File: src/rtl/register_file_pkg.sv
// Shared processor package: datapath widths and the register-file size constant.
// Any block that instantiates the register file pulls its defaults from here.
package register_file_pkg;

  localparam int DEFAULT_DATA_W = 16;
  localparam int DEFAULT_ADDR_W = 4;
  localparam int DEFAULT_NUM_REGS = 2 ** DEFAULT_ADDR_W;

endpackage : register_file_pkg

File: src/rtl/register_file.sv
// General-purpose register file.
// Two combinational read ports (X, Y), one clocked write port (Z), synchronous active-high reset.
module register_file
  import register_file_pkg::*;
#(
  parameter int DATA_W = DEFAULT_DATA_W,
  parameter int ADDR_W = DEFAULT_ADDR_W
) (
  input  logic              clk,
  input  logic              reset,
  input  logic              reg_wr,
  input  logic [ADDR_W-1:0] addr_Rx,
  input  logic [ADDR_W-1:0] addr_Ry,
  input  logic [ADDR_W-1:0] addr_Rz,
  input  logic [DATA_W-1:0] write_data,
  output logic [DATA_W-1:0] Rx_value,
  output logic [DATA_W-1:0] Ry_value
);

  localparam int NUM_REGS = 2 ** ADDR_W;

  logic [DATA_W-1:0] regs_q [NUM_REGS];
  logic [DATA_W-1:0] regs_d [NUM_REGS];

  // NOTE: start from the current contents so every element has a value on
  // every path; a partial update here would otherwise infer latches.
  always_comb begin
    regs_d = regs_q;
    if (reg_wr) begin
      regs_d[addr_Rz] = write_data;
    end
  end

  // NOTE: the storage array is reset on purpose -- the processor relies on
  // every register reading zero after reset -- and reset beats any write.
  always_ff @(posedge clk) begin
    if (reset) begin
      for (int i = 0; i < NUM_REGS; i++) begin
        regs_q[i] <= '0;
      end
    end else begin
      regs_q <= regs_d;
    end
  end

  // Reads come straight from the flops: no write-to-read bypass.
  assign Rx_value = regs_q[addr_Rx];
  assign Ry_value = regs_q[addr_Ry];

endmodule : register_file

File: config.mk
export PLATFORM = sky130hd
export DESIGN_NAME = register_file
export DESIGN_NICKNAME = d
export VERILOG_FILES = /design/src/rtl/register_file_pkg.sv /design/src/rtl/register_file.sv
export SDC_FILE = /design/constraint.sdc
export NUM_CORES = 1
export LEC_CHECK = 0
export CAP_MARGIN = 5
export CORE_ASPECT_RATIO = 1.2
export CORE_UTILIZATION = 60
export CTS_CLUSTER_SIZE = 40
export DETAILED_ROUTE_END_ITERATION = 10
export PLACE_DENSITY_LB_ADDON = 0.12
export SLEW_MARGIN = 25
export SYNTH_ARGS = -nofsm -noshare
export SYNTH_HDL_FRONTEND = slang
export SYNTH_SLANG_ARGS = --single-unit
File: constraint.sdc
create_clock -name clk -period 2.09 [get_ports clk]
set_input_delay 0.3135 -clock clk [delete_from_list [all_inputs] [get_ports clk]]
set_output_delay 0.3135 -clock clk [all_outputs]
set_load 0.03 [all_outputs]
==> results.json <==
{
  "antenna-diode-count": 0,
  "netlist_instances": 1495,
  "muxShareOfSynthArea_pct": 21.76,
  "reg.largest.list": "regs_q x256",
  "hold_viol_final": 0,
  "synthFlopType": "dfxtp_1",
  "skew_ps": 0,
  "io_pins": 63,
  "largest_reg_flops": 256,
  "final-setup-viol-count": 28,
  "final_max_slew_viol_count": 0,
  "crit_slowest_cell": "mux4_2",
  "power_frac_comb_pct": 13.3,
  "cp-start-kind": "flop",
  "gr-usage-all-layers_pct": 44.07,
  "grt_first_pass_wirelength_mm": 78.71,
  "min_period_over_period_pct": 107.5,
  "die_h_microns": 168.4,
  "critPathBufInv": 1,
  "grt_max_degree": 80,
  "clkTransAtPathRegs_ps": 60,
  "gp_congestion": 0.8739,
  "min_period_ps": 2246,
  "syn-num-nets": 1526,
  "synthArstFlopShare_pct": 0,
  "tightest_slew_ps": 756.1,
  "regMostFlops": "regs_q",
  "vias": 13930,
  "clkPwrFrac_pct": 44.5,
  "p_leak_uw": 0.005548,
  "cp.arrival_ps": 1930,
  "synth_area_sq_um": 13850,
  "overflow": 0,
  "cpPeakStageDelay_ps": 490,
  "dp_hpwl_mm": 29.15,
  "cts_made_buffers": 27,
  "rsz0062_at_grt": "true",
  "synth_warnings": 0,
  "synthAdderAreaFrac_pct": 0,
  "p_int_uw": 8721,
  "relSlewSlack_pct": 49.44,
  "syn_area_per_cell_sq_um": 9.265,
  "status": "finished with violations",
  "finish.net_count": 1533,
  "synth_top_family_by_area": "compound AO/OA/AOI/OAI gates",
  "firstDrtPassIters": 6,
  "synth_edf_count": 0,
  "num_rows": 60,
  "die_area_sq_um": 23700,
  "worstPathRequired_ps": 1780,
  "port-buffer-count": 62,
  "syn2layout_area_growth_pct": 22.26,
  "h-tree-depth": 1,
  "postCtsHoldBufs": 0,
  "peakVddDrop_mv": 0.6750,
  "clock-sinks": 256,
  "end_kind": "output pin",
  "utilization_pct": 75.19,
  "switching_power_uw": 3129,
  "layout-drive-gt1-share_pct": 31.87,
  "violations": "setup timing",
  "synth_compound_area_share_pct": 21.97,
  "cp_top_family": "multiplexers",
  "cap_violations": 0,
  "path_cells": "mux4_2, a22oi_2, nand2_2, buf_12",
  "synthXorXnorAreaFrac_pct": 0,
  "ys_types": 28,
  "yosys.area_share.simple_pct": 11.73,
  "grt_antenna_before_repair": 2,
  "start_util_pct": 61.50,
  "swShare_pct": 26.40,
  "drc": 0,
  "setup_slack_ps": -156.2,
  "drtIter0Drc": 2189,
  "wire_per_inst_microns": 29.11,
  "ant_nets": 0,
  "critPathKind": "flop to output pin",
  "design_area_sq_um": 16930,
  "vias_per_cell": 7.736,
  "cts-root-buf": "clkbuf_16",
  "tritoncts": "yes",
  "cts.path.max_buffers": 3,
  "core_sq_um": 22520,
  "crit_fanout": 3,
  "power_frac_seq_pct": 42.1,
  "hp-class": "input port to flop",
  "clock.fmax_mhz": 445.2,
  "yosysSeqAreaShare_pct": 37.00,
  "dieWidth_microns": 140.7,
  "drt_wl_total_mm": 52.43,
  "powerDensity_nw_per_um2": 699.8,
  "place_area_sq_um": 15520,
  "synth_seq_cells": 256,
  "clk_latency_ps": 560,
  "nFillCells": 1564,
  "grt_pass1_vias": 13430
}
-- synth_stat cells, types with 4 or more instances --
cell type / instances / area share (%)
o21ai_1: 8 / 0.29
buf_1: 16 / 0.43
nand3_1: 258 / 9.3
nand3b_1: 4 / 0.22
a22oi_1: 64 / 3.5
clkbuf_1: 121 / 3.3
buf_6: 10 / 0.81
buf_2: 54 / 2.0
nor2b_1: 6 / 0.27
dfxtp_1: 256 / 37
o21ai_0: 248 / 9.0
mux4_1: 35 / 6.6
a21oi_1: 256 / 9.3
nand2_1: 33 / 0.89
buf_4: 9 / 0.49
mux4_2: 93 / 15
and3b_1: 4 / 0.25
-- worst register-to-register path, delay by kind of cell (launching register included) --
family | cells | cell delay [ps]
flip-flops | 1 | 380
AO/OA/AOI/OAI | 2 | 330
-- power groups by stage --
stage / clock (uW) / sequential [uW] / combinational, uW
detailed placement: 0 / 5090 / 1440
global route: 5460 / 4990 / 1610
finish: 5280 / 4990 / 1580
global placement: 0 / 5090 / 1430
CTS: 5240 / 4990 / 1510
floorplan: 0 / 5070 / 793
-- what timing repair did --
action                                 CTS  global route
cloned                                   0             1
buffers inserted                         8             0
gates resized for setup                154            28
endpoints found under the hold margin    0             0
setup endpoints to repair               32            32
pin swaps                               81            12
-- cell usage in the layout, fill, tap and decap left out --
cell / n
nand3_1: 258
a21oi_1: 256
o21ai_0: 248
dfxtp_1: 209
mux4_2: 128
buf_4: 80
buf_12: 71
a22oi_2: 58
dfxtp_2: 47
clkbuf_16: 28
nand2_2: 25
clkdlybuf4s50_1: 24
buf_6: 16
nand2_1: 8
o21ai_1: 8
clkinv_2: 7
a22oi_1: 6
clkbuf_8: 6
bufinv_16: 5
nor2b_4: 4
and3b_1: 4
nand3b_1: 4
clkbuf_1: 3
and2_1: 2
nor2_1: 2
nor2b_2: 2
nor3b_4: 2
nand2b_2: 2
or3b_1: 2
and3_1: 2
nor2_4: 1
or2_2: 1
and2_2: 1
inv_6: 1
dlygate4sd2_1: 1
-- metrics by stage --
stage,std cells,setup WS [ps],total power [uW],setup TNS (ps),hold WS [ps]
2_1_floorplan,1495,230.4,5868,0,457.5
3_5_place_dp,1743,-120.2,6534,-909.1,477.2
3_3_place_gp,1743,-84.03,6516,-646.9,467.9
5_1_grt,1801,-143.1,12060,-2345,160.8
4_1_cts,1800,-93.95,11740,-1089,139.1
6_report,1801,-156.2,11850,-1727,145.2
-- path summary, 6_finish.rpt --
kind / startpoint / endpoint / slack [ps] / cells after the start
max: regs_q[92] / Rx_value[12] / -160 / 4
min: reset / regs_q[27] / 150 / 2
max reg2reg: regs_q[62] / regs_q[62] / 1300 / 2
min reg2reg: regs_q[207] / regs_q[207] / 490 / 2
-- layout make-up --
class | instances | area [sq um] | share of cell area, %
multi-input combinational | 1024 | 7961 | 47.02
sequential | 256 | 5184 | 30.61
timing repair buffer | 193 | 2476 | 14.62
clock inverter | 13 | 193.9 | 1.145
clock buffer | 36 | 769.5 | 4.544
tap | 279 | 349.1 | 2.061
-- layer usage --
metal  vias up  GRT usage, %  wire (microns)
met5         -             0              24
met4         4         27.36            2915
met3       285         10.95            7630
met2      1253         69.63           24240
met1      6759         54.33           17620
li1       5631             -               -
-- kinds of logic (layout without fill, tap and decap cells) --
logic type,count (synthesis),in the layout
AOI/OAI and AO/OA,576,576
and+or+nand+nor,320,320
DFF,256,256
buffers and inverters,215,242
muxes,128,128
Power figures use the tool's default switching activity.
